## src/rtl/id_stage_pipe.sv

```systemverilog
`default_nettype none
// ============================================================================
// Module      : id_stage_pipe
// Description : MIPS-I subset decode stage. It contains a 2R/1W register file
//               with writeback bypass and forwarding muxes. Its output is an
//               ID/EX slot that uses a valid/ready handshake and supports flush.
//               Define ID_BRANCH_RESOLVE_EN to resolve branches in this stage.
// Revision    : 1.0 - initial release
// ============================================================================
module id_stage_pipe #(
    parameter int DATA_W     = 32,
    parameter int REG_ADDR_W = 5
) (
    input  logic                  clk,
    input  logic                  rstn,
    input  logic                  in_valid,
    output logic                  in_ready,
    input  logic [31:0]           in_inst,
    input  logic [DATA_W-1:0]     in_pc,
    input  logic                  flush,
    input  logic                  fwd_a_sel,
    input  logic                  fwd_b_sel,
    input  logic [DATA_W-1:0]     fwd_a_data,
    input  logic [DATA_W-1:0]     fwd_b_data,
    input  logic                  wb_we,
    input  logic [REG_ADDR_W-1:0] wb_addr,
    input  logic [DATA_W-1:0]     wb_data,
    output logic                  out_valid,
    input  logic                  out_ready,
    output logic [REG_ADDR_W-1:0] out_rs,
    output logic [REG_ADDR_W-1:0] out_rt,
    output logic [REG_ADDR_W-1:0] out_dst,
    output logic [DATA_W-1:0]     out_rs_data,
    output logic [DATA_W-1:0]     out_rt_data,
    output logic [DATA_W-1:0]     out_ext_imm,
    output logic [DATA_W-1:0]     out_pc_plus4,
    output logic [3:0]            out_alu_op,
    output logic                  out_alu_src,
    output logic                  out_reg_write,
    output logic                  out_mem_read,
    output logic                  out_mem_write,
    output logic                  out_mem_to_reg,
    output logic                  out_branch,
    output logic                  out_jump,
    output logic                  out_link,
    output logic                  illegal_inst
`ifdef ID_BRANCH_RESOLVE_EN
    ,
    output logic                  br_taken,
    output logic [DATA_W-1:0]     br_target
`endif
);

    localparam int c_NREG = 1 << REG_ADDR_W;

    localparam logic [3:0] c_ALU_ADD  = 4'd0;
    localparam logic [3:0] c_ALU_SUB  = 4'd1;
    localparam logic [3:0] c_ALU_AND  = 4'd2;
    localparam logic [3:0] c_ALU_OR   = 4'd3;
    localparam logic [3:0] c_ALU_XOR  = 4'd4;
    localparam logic [3:0] c_ALU_NOR  = 4'd5;
    localparam logic [3:0] c_ALU_SLT  = 4'd6;
    localparam logic [3:0] c_ALU_SLTU = 4'd7;
    localparam logic [3:0] c_ALU_SLL  = 4'd8;
    localparam logic [3:0] c_ALU_SRL  = 4'd9;
    localparam logic [3:0] c_ALU_SRA  = 4'd10;
    localparam logic [3:0] c_ALU_LUI  = 4'd11;

    localparam logic [5:0] c_OP_RTYPE = 6'h00;
    localparam logic [5:0] c_OP_J     = 6'h02;
    localparam logic [5:0] c_OP_JAL   = 6'h03;
    localparam logic [5:0] c_OP_BEQ   = 6'h04;
    localparam logic [5:0] c_OP_BNE   = 6'h05;
    localparam logic [5:0] c_OP_ADDI  = 6'h08;
    localparam logic [5:0] c_OP_ADDIU = 6'h09;
    localparam logic [5:0] c_OP_SLTI  = 6'h0A;
    localparam logic [5:0] c_OP_SLTIU = 6'h0B;
    localparam logic [5:0] c_OP_ANDI  = 6'h0C;
    localparam logic [5:0] c_OP_ORI   = 6'h0D;
    localparam logic [5:0] c_OP_XORI  = 6'h0E;
    localparam logic [5:0] c_OP_LUI   = 6'h0F;
    localparam logic [5:0] c_OP_LW    = 6'h23;
    localparam logic [5:0] c_OP_SW    = 6'h2B;

    localparam logic [5:0] c_FN_SLL  = 6'h00;
    localparam logic [5:0] c_FN_SRL  = 6'h02;
    localparam logic [5:0] c_FN_SRA  = 6'h03;
    localparam logic [5:0] c_FN_JR   = 6'h08;
    localparam logic [5:0] c_FN_ADD  = 6'h20;
    localparam logic [5:0] c_FN_ADDU = 6'h21;
    localparam logic [5:0] c_FN_SUB  = 6'h22;
    localparam logic [5:0] c_FN_SUBU = 6'h23;
    localparam logic [5:0] c_FN_AND  = 6'h24;
    localparam logic [5:0] c_FN_OR   = 6'h25;
    localparam logic [5:0] c_FN_XOR  = 6'h26;
    localparam logic [5:0] c_FN_NOR  = 6'h27;
    localparam logic [5:0] c_FN_SLT  = 6'h2A;
    localparam logic [5:0] c_FN_SLTU = 6'h2B;

    // ------------------------------------------------------------------
    // Instruction fields and immediate variants
    // ------------------------------------------------------------------
    logic [5:0]            w_op;
    logic [5:0]            w_funct;
    logic [15:0]           w_imm;
    logic [REG_ADDR_W-1:0] w_rs;
    logic [REG_ADDR_W-1:0] w_rt;
    logic [REG_ADDR_W-1:0] w_rd;
    logic [DATA_W-1:0]     w_imm_sext;
    logic [DATA_W-1:0]     w_imm_zext;
    logic [DATA_W-1:0]     w_imm_lui;
    logic [DATA_W-1:0]     w_imm_br;
    logic [DATA_W-1:0]     w_imm_jmp;
    logic [DATA_W-1:0]     w_imm_shamt;
    logic [DATA_W-1:0]     w_pc_plus4;

    assign w_op        = in_inst[31:26];
    assign w_funct     = in_inst[5:0];
    assign w_imm       = in_inst[15:0];
    assign w_rs        = REG_ADDR_W'(in_inst[25:21]);
    assign w_rt        = REG_ADDR_W'(in_inst[20:16]);
    assign w_rd        = REG_ADDR_W'(in_inst[15:11]);
    assign w_imm_sext  = DATA_W'($signed(w_imm));
    assign w_imm_zext  = DATA_W'(w_imm);
    assign w_imm_lui   = DATA_W'({w_imm, 16'h0000});
    assign w_imm_br    = DATA_W'($signed({w_imm, 2'b00}));
    assign w_imm_jmp   = DATA_W'({in_inst[25:0], 2'b00});
    assign w_imm_shamt = DATA_W'(in_inst[10:6]);
    assign w_pc_plus4  = in_pc + DATA_W'(4);

    // ------------------------------------------------------------------
    // Register file: entry 0 is never written and reads as zero
    // ------------------------------------------------------------------
    logic [c_NREG-1:0][DATA_W-1:0] r_rf;

    always_ff @(posedge clk or negedge rstn) begin
        if (!rstn) begin
            r_rf <= '0;
        end else if (wb_we && (wb_addr != '0)) begin
            r_rf[wb_addr] <= wb_data;
        end
    end

    logic [DATA_W-1:0] w_rs_arr;
    logic [DATA_W-1:0] w_rt_arr;
    logic [DATA_W-1:0] w_rs_data;
    logic [DATA_W-1:0] w_rt_data;

    assign w_rs_arr = (w_rs == '0) ? '0 : r_rf[w_rs];
    assign w_rt_arr = (w_rt == '0) ? '0 : r_rf[w_rt];

    // Forwarding beats the same-cycle writeback, which beats the array
    always_comb begin
        w_rs_data = w_rs_arr;
        if (fwd_a_sel) begin
            w_rs_data = fwd_a_data;
        end else if (wb_we && (wb_addr == w_rs) && (w_rs != '0)) begin
            w_rs_data = wb_data;
        end
    end

    always_comb begin
        w_rt_data = w_rt_arr;
        if (fwd_b_sel) begin
            w_rt_data = fwd_b_data;
        end else if (wb_we && (wb_addr == w_rt) && (w_rt != '0)) begin
            w_rt_data = wb_data;
        end
    end

    // ------------------------------------------------------------------
    // Decoder
    // ------------------------------------------------------------------
    logic [REG_ADDR_W-1:0] w_dst;
    logic [DATA_W-1:0]     w_ext;
    logic [3:0]            w_alu_op;
    logic                  w_alu_src;
    logic                  w_reg_write;
    logic                  w_mem_read;
    logic                  w_mem_write;
    logic                  w_mem_to_reg;
    logic                  w_branch;
    logic                  w_jump;
    logic                  w_link;
    logic                  w_illegal;

    always_comb begin
        w_dst        = '0;
        w_ext        = '0;
        w_alu_op     = c_ALU_ADD;
        w_alu_src    = 1'b0;
        w_reg_write  = 1'b0;
        w_mem_read   = 1'b0;
        w_mem_write  = 1'b0;
        w_mem_to_reg = 1'b0;
        w_branch     = 1'b0;
        w_jump       = 1'b0;
        w_link       = 1'b0;
        w_illegal    = 1'b0;

        case (w_op)
            c_OP_RTYPE: begin
                w_dst       = w_rd;
                w_reg_write = 1'b1;
                case (w_funct)
                    c_FN_ADD, c_FN_ADDU: w_alu_op = c_ALU_ADD;
                    c_FN_SUB, c_FN_SUBU: w_alu_op = c_ALU_SUB;
                    c_FN_AND:            w_alu_op = c_ALU_AND;
                    c_FN_OR:             w_alu_op = c_ALU_OR;
                    c_FN_XOR:            w_alu_op = c_ALU_XOR;
                    c_FN_NOR:            w_alu_op = c_ALU_NOR;
                    c_FN_SLT:            w_alu_op = c_ALU_SLT;
                    c_FN_SLTU:           w_alu_op = c_ALU_SLTU;
                    c_FN_SLL, c_FN_SRL, c_FN_SRA: begin
                        w_alu_op  = (w_funct == c_FN_SLL) ? c_ALU_SLL :
                                    (w_funct == c_FN_SRL) ? c_ALU_SRL : c_ALU_SRA;
                        w_alu_src = 1'b1;
                        w_ext     = w_imm_shamt;
                    end
                    c_FN_JR: begin
                        w_jump      = 1'b1;
                        w_reg_write = 1'b0;
                    end
                    default: w_illegal = 1'b1;
                endcase
            end
            c_OP_ADDI, c_OP_ADDIU, c_OP_SLTI, c_OP_SLTIU: begin
                w_dst       = w_rt;
                w_alu_src   = 1'b1;
                w_reg_write = 1'b1;
                w_ext       = w_imm_sext;
                w_alu_op    = (w_op == c_OP_SLTI)  ? c_ALU_SLT  :
                              (w_op == c_OP_SLTIU) ? c_ALU_SLTU : c_ALU_ADD;
            end
            c_OP_ANDI, c_OP_ORI, c_OP_XORI: begin
                w_dst       = w_rt;
                w_alu_src   = 1'b1;
                w_reg_write = 1'b1;
                w_ext       = w_imm_zext;
                w_alu_op    = (w_op == c_OP_ANDI) ? c_ALU_AND :
                              (w_op == c_OP_ORI)  ? c_ALU_OR  : c_ALU_XOR;
            end
            c_OP_LUI: begin
                w_dst       = w_rt;
                w_alu_src   = 1'b1;
                w_reg_write = 1'b1;
                w_ext       = w_imm_lui;
                w_alu_op    = c_ALU_LUI;
            end
            c_OP_LW: begin
                w_dst        = w_rt;
                w_alu_src    = 1'b1;
                w_reg_write  = 1'b1;
                w_mem_read   = 1'b1;
                w_mem_to_reg = 1'b1;
                w_ext        = w_imm_sext;
            end
            c_OP_SW: begin
                w_dst       = w_rt;
                w_alu_src   = 1'b1;
                w_mem_write = 1'b1;
                w_ext       = w_imm_sext;
            end
            c_OP_BEQ, c_OP_BNE: begin
                w_dst    = w_rt;
                w_branch = 1'b1;
                w_alu_op = c_ALU_SUB;
                w_ext    = w_imm_br;
            end
            c_OP_J, c_OP_JAL: begin
                w_jump = 1'b1;
                w_ext  = w_imm_jmp;
                if (w_op == c_OP_JAL) begin
                    w_link      = 1'b1;
                    w_reg_write = 1'b1;
                    w_dst       = '1;
                end
            end
            default: w_illegal = 1'b1;
        endcase

        if (w_illegal) begin
            w_dst        = '0;
            w_ext        = '0;
            w_alu_op     = c_ALU_ADD;
            w_alu_src    = 1'b0;
            w_reg_write  = 1'b0;
            w_mem_read   = 1'b0;
            w_mem_write  = 1'b0;
            w_mem_to_reg = 1'b0;
            w_branch     = 1'b0;
            w_jump       = 1'b0;
            w_link       = 1'b0;
        end

        // Writes to the hardwired zero register are never requested
        if (w_dst == '0) begin
            w_reg_write = 1'b0;
        end
    end

`ifdef ID_BRANCH_RESOLVE_EN
    logic              w_br_taken;
    logic [DATA_W-1:0] w_br_target;

    assign w_br_taken  = w_branch && ((w_op == c_OP_BEQ) == (w_rs_data == w_rt_data));
    assign w_br_target = w_branch ? (w_pc_plus4 + w_ext) : '0;
`endif

    // ------------------------------------------------------------------
    // ID/EX slot
    // ------------------------------------------------------------------
    logic                  r_valid;
    logic [REG_ADDR_W-1:0] r_rs;
    logic [REG_ADDR_W-1:0] r_rt;
    logic [REG_ADDR_W-1:0] r_dst;
    logic [DATA_W-1:0]     r_rs_data;
    logic [DATA_W-1:0]     r_rt_data;
    logic [DATA_W-1:0]     r_ext;
    logic [DATA_W-1:0]     r_pc_plus4;
    logic [3:0]            r_alu_op;
    logic [7:0]            r_ctrl;
    logic                  r_illegal;
`ifdef ID_BRANCH_RESOLVE_EN
    logic                  r_br_taken;
    logic [DATA_W-1:0]     r_br_target;
`endif

    logic w_in_ready;
    logic w_capture;

    assign w_in_ready = !r_valid || out_ready;
    assign w_capture  = in_valid && w_in_ready && !flush;

    always_ff @(posedge clk or negedge rstn) begin
        if (!rstn) begin
            r_valid     <= 1'b0;
            r_rs        <= '0;
            r_rt        <= '0;
            r_dst       <= '0;
            r_rs_data   <= '0;
            r_rt_data   <= '0;
            r_ext       <= '0;
            r_pc_plus4  <= '0;
            r_alu_op    <= '0;
            r_ctrl      <= '0;
            r_illegal   <= 1'b0;
`ifdef ID_BRANCH_RESOLVE_EN
            r_br_taken  <= 1'b0;
            r_br_target <= '0;
`endif
        end else if (w_capture) begin
            r_valid     <= 1'b1;
            r_rs        <= w_rs;
            r_rt        <= w_rt;
            r_dst       <= w_dst;
            r_rs_data   <= w_rs_data;
            r_rt_data   <= w_rt_data;
            r_ext       <= w_ext;
            r_pc_plus4  <= w_pc_plus4;
            r_alu_op    <= w_alu_op;
            r_ctrl      <= {w_alu_src, w_reg_write, w_mem_read, w_mem_write,
                            w_mem_to_reg, w_branch, w_jump, w_link};
            r_illegal   <= w_illegal;
`ifdef ID_BRANCH_RESOLVE_EN
            r_br_taken  <= w_br_taken;
            r_br_target <= w_br_target;
`endif
        end else if (flush || out_ready) begin
            // Slot empties; payload holds, status flags drop with valid
            r_valid     <= 1'b0;
            r_illegal   <= 1'b0;
`ifdef ID_BRANCH_RESOLVE_EN
            r_br_taken  <= 1'b0;
            r_br_target <= '0;
`endif
        end
    end

    assign in_ready       = w_in_ready;
    assign out_valid      = r_valid;
    assign out_rs         = r_rs;
    assign out_rt         = r_rt;
    assign out_dst        = r_dst;
    assign out_rs_data    = r_rs_data;
    assign out_rt_data    = r_rt_data;
    assign out_ext_imm    = r_ext;
    assign out_pc_plus4   = r_pc_plus4;
    assign out_alu_op     = r_alu_op;
    assign out_alu_src    = r_ctrl[7];
    assign out_reg_write  = r_ctrl[6];
    assign out_mem_read   = r_ctrl[5];
    assign out_mem_write  = r_ctrl[4];
    assign out_mem_to_reg = r_ctrl[3];
    assign out_branch     = r_ctrl[2];
    assign out_jump       = r_ctrl[1];
    assign out_link       = r_ctrl[0];
    assign illegal_inst   = r_illegal;
`ifdef ID_BRANCH_RESOLVE_EN
    assign br_taken       = r_br_taken;
    assign br_target      = r_br_target;
`endif

endmodule
`default_nettype wire

```

## config.mk

```make
export PLATFORM = sky130hd
export DESIGN_NAME = id_stage_pipe
export DESIGN_NICKNAME = d
export VERILOG_FILES = /design/src/rtl/id_stage_pipe.sv
export SDC_FILE = /design/constraint.sdc
export NUM_CORES = 2
export LEC_CHECK = 0
export BUFFER_PORTS_ARGS = -buffer_cell sky130_fd_sc_hd__buf_2
export CAP_MARGIN = 20
export CORE_ASPECT_RATIO = 1.25
export CORE_MARGIN = 5
export CORE_UTILIZATION = 46
export CTS_CLUSTER_SIZE = 24
export DETAILED_ROUTE_END_ITERATION = 8
export SLEW_MARGIN = 10
export SYNTH_ARGS = -nofsm -noshare
export SYNTH_HDL_FRONTEND = slang
export SYNTH_SLANG_ARGS = --single-unit
```

## constraint.sdc

```tcl
create_clock -name clk -period 3.4 [get_ports clk]
set_clock_uncertainty 0.05 [all_clocks]
set_input_delay 0.34 -clock clk [delete_from_list [all_inputs] [get_ports clk]]
set_output_delay 0.34 -clock clk [all_outputs]
set_load 0.1 [all_outputs]
```

==> results.txt <==
- For hold timing, the worst endpoint is out_rs_data[17].
* Final period demand of the worst path: 2940 ps
- The worst setup path is launched from a flop.
- Counting the buffers created by CTS gives ~120.
- Via Count: 44367
- Ordered list of cells on the worst path: nand2b_2, nand2_1, or2_4, buf_12, buf_12, a221oi_1, dlygate4sd3_1, nor2_1
- Unique cell type count in the Yosys netlist: 64
- Among all stages on the critical path, the largest delay is contributed by or2_4.
- Final Hold Vio Count: 0
* Antenna violations before repair: 11
- The worst register-to-register path ends at out_ext_imm[8].
* Number of port buffers: 330
- Setup total negative slack on the finished layout was measured at 0 ps.
- Primary FF master, synth: dfrtp_1
- CTS clock-pin slew for the worst setup and hold paths: around 60 ps
- In this run, the number of DRC markers left after iteration 0 of detailed routing was around 4400.
- For this configuration, the core starts out at a cell density of a little under half.
* Per-cell via count in the routed design: between 6 and 7
* Amount of wire on met2 after detailed routing: around 100 mm
* Clock power share: ~32%
* Growth of design area from synthesis to finish: 15.7%
- In the final design database the tool counted around 5000 nets.
- The cell family contributing the most delay on the critical path is buffers and inverters.
- Type of the most critical hold path: primary input to flop
- Worst path most repeated cell: buf_12
- Static power due to leakage: roughly 31 nW
- Maximum frequency from static timing analysis: 0.340 GHz
- Combinational cells account for a little under a quarter of the total power.
* Clock tree sinks: roughly 1200
* Outcome: completed
- Root Buffer Master: clkbuf_16
* Top routing layer used: met5
- After detailed routing, the number of remaining DRC violations is 0.
- MaxCap Viol Count: 0
- Wire segments on met3 add up to 17.7 mm in the final route.
- The worst-case IR drop observed on VDD is 0.429 mV.
* CTS H-tree depth: 3
- The floorplan step defined a core boundary enclosing around 130000 µm².
- Along the worst path, the maximum fanout reaches 47.
- Net switching is between 30% and 40% of the power.
- Reg-to-reg setup timing slack: between 400 and 500 ps
- Count of final setup violators: 0
* Sequential share of the synthesized area: 47.8%
- Setup repair after global routing left no endpoint under its margin.
- Counting along the longest clock path gives a buffer depth of 3.
- Wire length on met1: 89.5 mm
* Clock tree from TritonCTS: done
- Internal power: between 20 and 30 mW
- A synthesized cell averages 13.6 µm².
- Count of yosys warnings during synthesis: 0
- Period Utilization, post-route: around 86%
* Initial DRT Pass Iterations: 5
* Reg power frac: between 40% and 50%
- After floorplanning, the core was divided into 150 placement rows.
- Resized cells post-CTS: 0
- Vias in the first global route: about 45000
- Aggregate global routing overflow: 0
* Largest stage delay on the critical path: around 700 ps
- Placer's final routability congestion estimate: around 0.84
- The startpoint identified for the worst register-to-register timing path is out_valid.
- Cell count of the worst reg-to-reg path: 8
* Wire length after detailed routing: around 220 mm
- Counting instances, the worst hold path has a depth of 4.
* Post-detailed-route wirelength per cell: ~33 µm
- At the worst endpoint, the required time is ~4000 ps.
- The worst setup path is captured at a flop.
* Routed Antenna Nets: 0
* Boundary pin count: 331
- Fraction of final layout cells with drive strength greater than 1: ~45%
- Measured slew at the worst slew-check pin: around 1100 ps
* Global-route wire length before repair: about 320 mm
- In this run the worst setup path begins at out_valid.
- Sw Pwr: about 13 mW
- The number of buffers and inverters on the critical path is 3.
* Clock network latency to the later pin of the worst-skew pair: ~760 ps
- Entering global routing, the biggest net connects 100 pins.
* Data arrival at the endpoint of the critical path: 3570 ps
- The die covers 142000 µm².
- Die boundary width: between 300 and 400 µm
* Gr usage total: between 30 and 40%
- Measured along the y axis, the die boundary spans 420 µm.
- Dividing total power by cell area gives a power density of 588 nW/µm².
- After technology mapping, the gate count stands at around 4500.
- The worst setup path is of the flop to flop kind.
- Summing every instance area after synthesis gives 61800 µm².
- The number of max-slew violations in the final report was 0.
- Ys async rst share: between 90% and 100%
- Slew Limit Headroom: 24.0%
- Final Core Density: 53.5%
- DP Wirelength: roughly 140 mm
- Counting every net in the synthesized netlist gives 4706.
- In this run the most critical hold path is launched from fwd_a_data[17].
- Number of synthesized flops with an enable pin: 0
- Counting flops and latches in the post-synthesis netlist gives approximately 1200.
==> metrics by stage <==
stage | instances | cell area, µm² | power, mW | hold slack [ps] | setup WS [ps]
after CTS | 6683 | 71500 | 42.2 | 4.84 | 524
after floorplan | 4532 | 61800 | 25.6 | -5.59 | 230
after global routing | 6686 | 71500 | 43.7 | 39.1 | 350
after detailed placement | 6324 | 66200 | 28.6 | 282 | 505
after global placement | 6324 | 66200 | 28.3 | 286 | 455
final | 6686 | 71500 | 42.0 | 52.1 | 463
==> Yosys cell counts (38+ instances only) <==
library cell | instances | area share (%)
buf_2 | 85 | 0.69
o21ai_1 | 44 | 0.36
o21ai_0 | 111 | 0.90
nor2_1 | 121 | 0.74
a221o_1 | 87 | 1.4
clkbuf_1 | 331 | 2.0
a22oi_1 | 55 | 0.67
buf_1 | 74 | 0.45
dfrtp_1 | 1180 | 48
inv_1 | 38 | 0.23
o221ai_1 | 46 | 0.65
nand2_1 | 190 | 1.2
a21oi_1 | 87 | 0.70
mux2_2 | 994 | 18
mux4_2 | 429 | 16
nand3_1 | 56 | 0.45
o22ai_1 | 121 | 1.2
mux2i_1 | 199 | 3.2
==> metal layers <==
layer  GRT usage, %  up-vias
li1               -    18003
met3           5.63      520
met4           13.7        4
met5              0        -
met2           48.7     2177
met1           42.3    23663
==> worst min-delay path, cell delays in order <==
cell and delay [ps]:
buf_2 130, nand2_1 70, a21oi_1 140, a221o_1 110
==> worst max-delay path by stage <==
stage / end / slack (ps) / cells after the start
after floorplan: r_ctrl[4] / 230 / 9
after global placement: out_rs_data[22] / 460 / 9
after detailed placement: out_rs_data[23] / 500 / 9
after CTS: out_ext_imm[12] / 520 / 8
after global routing: out_ext_imm[8] / 350 / 8
final: out_ext_imm[8] / 460 / 8
==> final cells by class <==
class	instances	area, µm²
Fill cell	11189	62100
Multi-Input combinational cell	2810	30300
Sequential cell	1180	29500
Timing Repair Buffer	689	5420
Clock buffer	184	3510
Tap cell	1748	2190
Clock inverter	33	395
Inverter	39	146
Antenna cell	3	7.51
==> timing repair <==
| action | 4_1_cts | 5_1_grt |
|---|---|---|
| buffers inserted | 0 | 0 |
| hold buffers | 142 | 0 |
| endpoints found under the hold margin | 301 | 0 |
==> cell usage in the layout (no fill, tap or decap), types with 6 or more instances in the layout <==
cell type	Yosys	final
a211oi_1	18	18
dlygate4sd3_1	0	142
mux4_2	429	429
xor2_1	28	28
buf_4	8	170
clkbuf_8	0	29
nand2_2	0	16
nand3_1	56	56
buf_12	0	53
nor2b_1	11	7
nor2_4	0	18
buf_2	85	320
and3_1	9	9
o31ai_1	9	9
nand2_1	190	173
o221ai_1	46	46
nand3b_1	6	6
dfrtp_1	1180	1180
nand2b_1	10	6
o22ai_1	121	121
a31oi_1	11	11
clkbuf_16	0	119
a21oi_1	87	87
nor2_1	121	102
a221o_1	87	87
bufinv_16	0	7
a2111oi_0	31	31
mux2_2	994	994
o21ai_0	111	111
inv_1	38	38
mux2i_1	199	199
a22oi_1	55	55
clkbuf_1	331	36
o21ai_1	44	43
nand4_1	12	12
nor3_1	19	19
xnor2_1	12	12
clkinv_2	0	18
a221oi_1	32	32
==> power by group through the flow <==
stage / logic (mW) / clock network (mW) / registers (mW)
after floorplan: 5.61 / 0 / 20.0
after global placement: 9.75 / 0 / 18.6
after detailed placement: 9.89 / 0 / 18.7
after CTS: 10.1 / 13.7 / 18.5
after global routing: 10.7 / 14.2 / 18.8
final: 10.1 / 13.4 / 18.5
==> sequential cells by signal (all words and copies together) (netlist names) <==
signal / flops
illegal_inst: 1
out_dst: 5
out_valid: 1
out_rs_data: 32
r_ctrl: 7
out_rs: 5
out_ext_imm: 32
out_alu_op: 4
out_pc_plus4: 32
out_rt: 5
out_rt_data: 32
r_rf: 1024
==> cell families (layout without fill, tap and decap cells) <==
| logic type | Yosys count | count (layout) | share of synthesized area (%) |
|---|---|---|---|
| xor gates and xnor gates | 40 | 40 | 0.567 |
| and+or+nand+nor | 464 | 464 | 3.37 |
| AOI/OAI and AO/OA | 683 | 683 | 7.71 |
| buffers and inverters | 542 | 945 | 3.56 |
| DFF | 1180 | 1180 | 47.8 |
| other | 0 | 3 | 0 |
| muxes | 1622 | 1622 | 37.0 |
| adders and majority gates | 1 | 1 | 0.0202 |
(Power assumes the default switching activity.)
